`src/rtl/mul_sequencer_if.sv`:
```
// Request bus between decode and the multiply sequencer: funct-coded requests in,
// MFHI/MFLO read data out.
interface mul_sequencer_if #(
  parameter int OP_W = 32
);
  logic            req_valid;
  logic            req_ready;
  logic [5:0]      Signal;
  logic [OP_W-1:0] dataA;
  logic [OP_W-1:0] dataB;
  logic [OP_W-1:0] dataOut;
  logic            out_valid;

  modport master (
    output req_valid, Signal, dataA, dataB,
    input  req_ready, dataOut, out_valid
  );

  modport slave (
    input  req_valid, Signal, dataA, dataB,
    output req_ready, dataOut, out_valid
  );
endinterface

```
`src/rtl/mul_sequencer.sv`:
```
// Sequences an external shift-add multiplier and owns the HI/LO pair.
// Optional signed multiply (F_MULT) is enabled by defining MUL_SIGNED_EN.
module mul_sequencer #(
  parameter int         OP_W    = 32,
  parameter logic [5:0] F_MULTU = 6'd25,
  parameter logic [5:0] F_MULT  = 6'd24,
  parameter logic [5:0] F_MFHI  = 6'd16,
  parameter logic [5:0] F_MFLO  = 6'd18
) (
  input  logic              clk,
  input  logic              reset,
  mul_sequencer_if.slave    req,
  output logic              mul_load,
  output logic              mul_step,
  output logic [OP_W-1:0]   mul_opA,
  output logic [OP_W-1:0]   mul_opB,
  input  logic [2*OP_W-1:0] mul_product,
  output logic              busy
);

  localparam int CNT_W = (OP_W > 1) ? $clog2(OP_W) : 1;
  localparam logic [CNT_W-1:0] CNT_LAST = CNT_W'(OP_W - 1);

  typedef enum logic [1:0] {IDLE, LOAD, RUN, WRITE} state_t;

  state_t          state;
  logic [CNT_W-1:0] cnt;
  logic [OP_W-1:0] hi;
  logic [OP_W-1:0] lo;

`ifdef MUL_SIGNED_EN
  logic sgn;
  logic [OP_W-1:0] mag_a;
  logic [OP_W-1:0] mag_b;

  // Two's-complement magnitude; the most negative value maps to 2^(OP_W-1) unsigned.
  assign mag_a = req.dataA[OP_W-1] ? (~req.dataA + 1'b1) : req.dataA;
  assign mag_b = req.dataB[OP_W-1] ? (~req.dataB + 1'b1) : req.dataB;
`endif

  always_ff @(posedge clk or negedge reset) begin
    if (!reset) begin
      state         <= IDLE;
      cnt           <= '0;
      hi            <= '0;
      lo            <= '0;
      mul_opA       <= '0;
      mul_opB       <= '0;
      mul_load      <= 1'b0;
      mul_step      <= 1'b0;
      busy          <= 1'b0;
      req.req_ready <= 1'b0;
      req.dataOut   <= '0;
      req.out_valid <= 1'b0;
`ifdef MUL_SIGNED_EN
      sgn           <= 1'b0;
`endif
    end else begin
      mul_load      <= 1'b0;
      req.out_valid <= 1'b0;
      case (state)
        IDLE: begin
          req.req_ready <= 1'b1;
          if (req.req_valid && req.req_ready) begin
            case (req.Signal)
              F_MULTU: begin
                mul_opA       <= req.dataA;
                mul_opB       <= req.dataB;
                mul_load      <= 1'b1;
                busy          <= 1'b1;
                req.req_ready <= 1'b0;
                state         <= LOAD;
`ifdef MUL_SIGNED_EN
                sgn           <= 1'b0;
`endif
              end
`ifdef MUL_SIGNED_EN
              F_MULT: begin
                mul_opA       <= mag_a;
                mul_opB       <= mag_b;
                sgn           <= req.dataA[OP_W-1] ^ req.dataB[OP_W-1];
                mul_load      <= 1'b1;
                busy          <= 1'b1;
                req.req_ready <= 1'b0;
                state         <= LOAD;
              end
`else
              F_MULT: ;  // signed multiply not built: dropped like any unknown funct
`endif
              F_MFHI: begin
                req.dataOut   <= hi;
                req.out_valid <= 1'b1;
              end
              F_MFLO: begin
                req.dataOut   <= lo;
                req.out_valid <= 1'b1;
              end
              default: ;
            endcase
          end
        end
        LOAD: begin
          cnt      <= '0;
          mul_step <= 1'b1;
          state    <= RUN;
        end
        RUN: begin
          cnt <= cnt + 1'b1;
          // Step stays high for exactly OP_W cycles, ending on the last count.
          if (cnt == CNT_LAST) begin
            mul_step <= 1'b0;
            state    <= WRITE;
          end
        end
        WRITE: begin
`ifdef MUL_SIGNED_EN
          {hi, lo} <= sgn ? (~mul_product + 1'b1) : mul_product;
`else
          {hi, lo} <= mul_product;
`endif
          busy          <= 1'b0;
          req.req_ready <= 1'b1;
          state         <= IDLE;
        end
        default: state <= IDLE;
      endcase
    end
  end

endmodule

```
`src/flat_wrapper.sv`:
```
// flat-port wrapper written by rule: the top's interface ports become plain ports
module mul_sequencer_flat 
#(
  parameter int         OP_W    = 32,
  parameter logic [5:0] F_MULTU = 6'd25,
  parameter logic [5:0] F_MULT  = 6'd24,
  parameter logic [5:0] F_MFHI  = 6'd16,
  parameter logic [5:0] F_MFLO  = 6'd18
)
  (clk, reset, mul_load, mul_step, mul_opA, mul_opB, mul_product, busy, req_req_valid, req_Signal, req_dataA, req_dataB, req_req_ready, req_dataOut, req_out_valid);
  mul_sequencer_if #(.OP_W(OP_W)) req_i ();
  input  logic clk;
  input  logic reset;
  output logic mul_load;
  output logic mul_step;
  output logic [OP_W-1:0] mul_opA;
  output logic [OP_W-1:0] mul_opB;
  input  logic [2*OP_W-1:0] mul_product;
  output logic busy;
  input wire logic [$bits(req_i.req_valid)-1:0] req_req_valid;
  input wire logic [$bits(req_i.Signal)-1:0] req_Signal;
  input wire logic [$bits(req_i.dataA)-1:0] req_dataA;
  input wire logic [$bits(req_i.dataB)-1:0] req_dataB;
  output wire logic [$bits(req_i.req_ready)-1:0] req_req_ready;
  output wire logic [$bits(req_i.dataOut)-1:0] req_dataOut;
  output wire logic [$bits(req_i.out_valid)-1:0] req_out_valid;
  assign req_i.req_valid = req_req_valid;
  assign req_i.Signal = req_Signal;
  assign req_i.dataA = req_dataA;
  assign req_i.dataB = req_dataB;
  assign req_req_ready = req_i.req_ready;
  assign req_dataOut = req_i.dataOut;
  assign req_out_valid = req_i.out_valid;
  mul_sequencer #(.OP_W(OP_W), .F_MULTU(F_MULTU), .F_MULT(F_MULT), .F_MFHI(F_MFHI), .F_MFLO(F_MFLO)) u_core (.clk(clk), .reset(reset), .req(req_i), .mul_load(mul_load), .mul_step(mul_step), .mul_opA(mul_opA), .mul_opB(mul_opB), .mul_product(mul_product), .busy(busy));
endmodule
```
`config.mk`:
```
export PLATFORM = sky130hd
export DESIGN_NAME = mul_sequencer_flat
export DESIGN_NICKNAME = d
export VERILOG_FILES = /design/src/rtl/mul_sequencer_if.sv /design/src/rtl/mul_sequencer.sv /design/src/flat_wrapper.sv
export SDC_FILE = /design/constraint.sdc
export NUM_CORES = 1
export LEC_CHECK = 0
export CAP_MARGIN = 30
export CORE_UTILIZATION = 49
export CTS_BUF_LIST = sky130_fd_sc_hd__clkbuf_16
export DETAILED_ROUTE_END_ITERATION = 10
export PLACE_DENSITY = 0.85
export SETUP_SLACK_MARGIN = 0.02
export SYNTH_ARGS = -nofsm -noshare
export SYNTH_HDL_FRONTEND = slang
export SYNTH_SLANG_ARGS = --single-unit
```
`constraint.sdc`:
```
create_clock -name clk -period 3.3 [get_ports clk]
set_input_delay 0.33 -clock clk [delete_from_list [all_inputs] [get_ports clk]]
set_output_delay 0.33 -clock clk [all_outputs]
set_load 0.05 [all_outputs]
```
Word level (Yosys, flattened, before mapping). Cells that the tools add are included.

Add/subtract/negate cells: 1. Equality and inequality tests: 10. Muxes and demuxes: 20. Reductions and logical operators: 11.

Operators with widths (count): $pmux 32 s2 (1); $eq 6x5->1 const B (3); $reduce_and 3->1 (4); $mux 1 (11); $pmux 5 s2 (1); $pmux 2 s4 (1); $mux 2 (3); $pmux 1 s2 (3); $reduce_bool 2->1 (3); $add 5x1->5 const B (1); $eq 5x5->1 const B (1); $eq 2x2->1 const B (2); $ne 2x1->1 const B (2); $eq 2x1->1 const B (1); $logic_not 2->1 (1); $ne 2x2->1 const B (1); $reduce_and 2->1 (1); $reduce_or 2->1 (1); $logic_and 1x1->1 (1).

Register bits: 172. Input port bits: 137. Output and inout bits: 101. Logic and storage cells: 54.

Depth between registers and ports, before layout.
Word-level depth: 5. Gate-level depth with buffers: 8. Gate-level depth less buffers: 6.

Least setup slack after synthesis. No wires, ideal clock.

Path kind: register to register. From: register u_core.req.req_ready. To: register u_core.mul_opA[0]. Setup time: 0.125 ns. Data arrival time: 1.728 ns. Required time: 3.175 ns. Path slack: 1.447 ns. Stages on the path, launching flop included: 6. Path buffers: 1. Clock period less this slack: 1.853 ns. Cells stage by stage: dfrtp_1 nand4b_1 nor4_2 nand2_2 buf_6 mux2_4.

Cells in the longest elaborated chain, start to end: 2.

Ends and longest elaborated chain: from (decl) (line mul_sequencer_if.sv:21) `output req_ready, dataOut, out_valid`; from (signal assigned) (line mul_sequencer.sv:52) `req.req_ready <= 1'b0;`; from (signal assigned) (line mul_sequencer.sv:63) `req.req_ready <= 1'b1;`; from (signal assigned) (line mul_sequencer.sv:71) `req.req_ready <= 1'b0;`; $logic_and 1x1->1 (line mul_sequencer.sv:64) `if (req.req_valid && req.req_ready) begin`; $reduce_and 3->1 (no line); to (signal assigned) (line mul_sequencer.sv:67) `mul_opA <= req.dataA;`; to (decl) (line mul_sequencer.sv:15) `output logic [OP_W-1:0] mul_opA,`.

Every way passes these cells. A chain may end at the register's enable or synchronous reset.

Final worst setup path.
From: register u_core.state[0]. To: register u_core.req.dataOut[30].

Cells in the longest elaborated chain, start to end: 2.

Ends and longest elaborated chain: from (decl) (line mul_sequencer.sv:26) `state_t state;`; from (signal assigned) (line mul_sequencer.sv:43) `state <= IDLE;`; from (signal assigned) (line mul_sequencer.sv:72) `state <= LOAD;`; from (signal assigned) (line mul_sequencer.sv:105) `state <= RUN;`; $logic_not 2->1 (line mul_sequencer.sv:61) `case (state)`; $reduce_and 3->1 (no line); to (signal assigned) (line mul_sequencer.sv:91) `req.dataOut <= hi;`; to (signal assigned) (line mul_sequencer.sv:95) `req.dataOut <= lo;`; to (decl) (line mul_sequencer_if.sv:21).

Every way passes these cells.

==> flow_metrics.tcl <==
set metrics [dict create \
    status "finished, final reports clean" \
    dr_total_vias 4709 \
    met3_length_um 924 \
    ys.flop_type "dfrtp_1" \
    slew_headroom 0.436 \
    synth_common_cells "172 x dfrtp_1, 69 x mux2_2, 60 x mux2_4, 35 x nor2_1, 34 x a21oi_1" \
    clk_pin_slew_worst_paths_ns 0.06 \
    yosysTopAreaCell "dfrtp_1" \
    path_class "flip-flop to flip-flop" \
    multi_input_area_mm2 0.00261 \
    ys_types 29 \
    critPathSlowestCell "buf_4" \
    rsz0062_at_grt "false" \
    crit_chain "inv_1 -> ha_1 -> inv_1 -> nor4b_4 -> buf_4 -> nor2_1 -> a21oi_1" \
    synth.ff_latch_count 172 \
    drtPass1Iterations 4 \
    drive_gt1_frac 0.232 \
    cpLargestDelayFamily "buffers and inverters" \
    synth_top_family_by_area "multiplexers" \
    core_mm2 0.0140 \
    drc 0 \
    fp.dieW_um 122 \
    synthMuxAreaShare 0.283 \
    synth_top_area_share 0.607 \
    drt-total-wl_um 17300 \
    portBuffers 237 \
    cts_setup_buffers 0 \
    required_ns 3.63 \
    ir_drop_v 0.000528 \
    synth_xor_area_frac 0 \
    syn-cell-area_mm2 0.00709 \
    area_growth_pct 44.1 \
    antenna_found_initial 0 \
    holdWs_ns 0.503 \
    netlist_top_cells_area "dfrtp_1 61%, mux2_4 13%, mux2_2 11%, mux2i_1 4.7%, a21oi_1 2.4%" \
    crit_buf_inv 3 \
    cp.arrival_ns 2.61 \
    fmax_ghz 0.439 \
    synth_edf_count 0 \
    grt.total_usage 0.236 \
    wl_met1_um 6700 \
    synth-simple-area-share 0.0381 \
    async_reset_ff_frac 1.00 \
    vias_per_cell 5.20 \
    cts_buffer_depth 2 \
    hold_viol 0 \
    crit_fanout 65 \
    cts_tree "done" \
    rows 43 \
    post_cts_resized 0 \
    finalCritPeriodShare 0.690 \
    holdPathStages 1 \
    dieArea_mm2 0.0149 \
    slew_violations 0 \
    slowest_delay_ns 0.58 \
    worstHoldPathType "flip-flop to flip-flop" \
    num_io_pins 238 \
    grt_pass1_wl_um 26400 \
    clkLatencyLatePin_ns 0.42 \
    regArea_mm2 0.00430 \
    final_nets 857 \
    grt_remaining_overflow 0 \
    skew_ns 0.00887 \
    drv_cap 0 \
    drt-initial-drc-count 216 \
    cts-root-buf "clkbuf_16" \
    wl_met2_um 9200 \
    gp_congestion 0.744 \
    cts_num_sinks 172 \
    synth_compound_area_frac 0.0323 \
    crit_path_start_kind "flip-flop" \
    grt_max_degree 84 \
    fin_setup_tns_ns 0 \
    htreeDepth 4 \
    syn-mean-instance-area_um2 14.9 \
    synth.most_common_cell "dfrtp_1" \
    powerDensity_mw_per_mm2 851 \
    endpoint_kind "flip-flop" \
    post-route-util 0.730 \
    cp.depth 7 \
    power_mw 8.69 \
    grt_pass1_vias 5203 \
    drt-wirelength-per-cell_um 19.1 \
    highest_layer "met4" \
    die_h_um 122 \
    setup_viol 0 \
    seq_area_frac_synth 0.607 \
    worstMarginPinSlew_ns 0.846 \
    syn-instance-count 475 \
    hpwlAfterDp_um 11800 \
    yosysWarnings 0 \
    cts_buffers 17 \
    initial_core_util 0.507 \
    r2r_cells 7 \
    synthAdderAreaFrac 0.0106 \
    fillCellCount 891 \
    final_antenna_net_count 0 \
    fin_crit_ns 2.28 \
    antenna-diode-count 0 \
    synth_nets 618 \
    leakage_nw 4.68 \
    path_common_cell "inv_1" \
]
layer usage:
metal | vias to the layer above | track usage
met5 | - | 0
met4 | 0 | 0.0976
met3 | 33 | 0.0706
met2 | 160 | 0.419
met1 | 2386 | 0.262
li1 | 2130 | -
worst reg2reg max path: cells and delay by family (launching register included):
kind / cells / cell delay [ns]
AO/OA/AOI/OAI: 1 / 0.16
adder cells (fa/ha/maj): 1 / 0.32
buffers and inverters: 3 / 0.85
flip-flops: 1 / 0.42
AND/OR/NAND/NOR: 2 / 0.46
cell type report:
type | count | area share
sequential | 172 | 0.421
tap | 180 | 0.0221
timing repair buffer | 245 | 0.242
multi-input combinational | 267 | 0.255
inverter | 11 | 0.00404
clock buffer | 17 | 0.0417
clock inverter | 13 | 0.0135
cell families after synthesis:
| family | count (synthesis) |
|---|---|
| flip-flops | 172 |
| adder cells (fa/ha/maj) | 6 |
| AO/OA/AOI/OAI | 44 |
| buffers and inverters | 36 |
| multiplexers | 162 |
| AND/OR/NAND/NOR | 55 |
path summary, 6_finish.rpt:
kind	startpoint	end	slack, ns
setup reg to reg	u_core.state[0]$_DFFE_PN0P_	u_core.req.dataOut[30]$_DFFE_PN0P_	1.02
min in group asynchronous	reset	u_core.mul_opB[3]$_DFFE_PN0P_	0.55
max in group asynchronous	reset	u_core.mul_opB[22]$_DFFE_PN0P_	1.95
hold / removal	u_core.lo[12]$_DFFE_PN0P_	u_core.lo[12]$_DFFE_PN0P_	0.50
setup / recovery	u_core.state[0]$_DFFE_PN0P_	u_core.req.dataOut[30]$_DFFE_PN0P_	1.02
hold reg to reg	u_core.lo[12]$_DFFE_PN0P_	u_core.lo[12]$_DFFE_PN0P_	0.50
cell usage in the layout (no fill, tap or decap):
cell type,synthesis,layout
nand3b_1,1,1
nor3b_1,1,1
buf_4,1,4
clkdlybuf4s50_1,0,236
nand2_4,0,1
mux2_4,60,60
ha_1,6,5
mux2_2,69,69
nor4_2,1,1
nand4b_1,2,2
bufinv_16,0,3
nor4b_4,0,1
inv_1,11,15
mux2i_1,33,33
and2_1,1,1
o22ai_1,1,1
nor3_1,1,1
ha_2,0,1
nor2_1,35,35
dlygate4sd3_1,0,1
o21ai_0,7,7
clkinvlp_4,0,2
o22a_1,1,1
clkbuf_16,0,17
dfrtp_1,172,172
a21oi_2,1,1
clkinv_1,0,2
nor2b_1,2,1
nor2b_4,0,1
a21oi_1,34,34
clkinv_2,0,2
buf_12,0,3
nand2_1,3,3
or4_4,1,1
buf_6,6,1
and3_1,1,1
nand3_1,4,4
repair_timing:
item | CTS | global route
hold endpoints to repair | 80 | 0
endpoints found under the setup margin | 0 | 0
hold buffers | 1 | 0
state kept, by name, summed over array words and instances, names as in the netlist, 2 cells and up:
name,flops
u_core.hi,32
u_core.lo,32
u_core.mul_opA,32
u_core.mul_opB,32
u_core.req.dataOut,32
u_core.cnt,5
u_core.state,2
stage by stage:
| step | cells | worst slack (ns) | instance area (um^2) |
|---|---|---|---|
| floorplan | 475 | 1.45 | 7090 |
| global placement | 874 | 0.911 | 9640 |
| detailed placement | 874 | 0.839 | 9640 |
| CTS | 905 | 1.03 | 10200 |
| global route | 905 | 0.821 | 10200 |
| finish | 905 | 1.02 | 10200 |
power by group:
| part | internal, mW | switching (mW) |
|---|---|---|
| sequential | 2.86 | 0.421 |
| clock | 1.16 | 0.772 |
| combinational | 1.53 | 1.95 |
| total | 5.55 | 3.14 |
No activity file was read; power rests on OpenSTA's default activity.
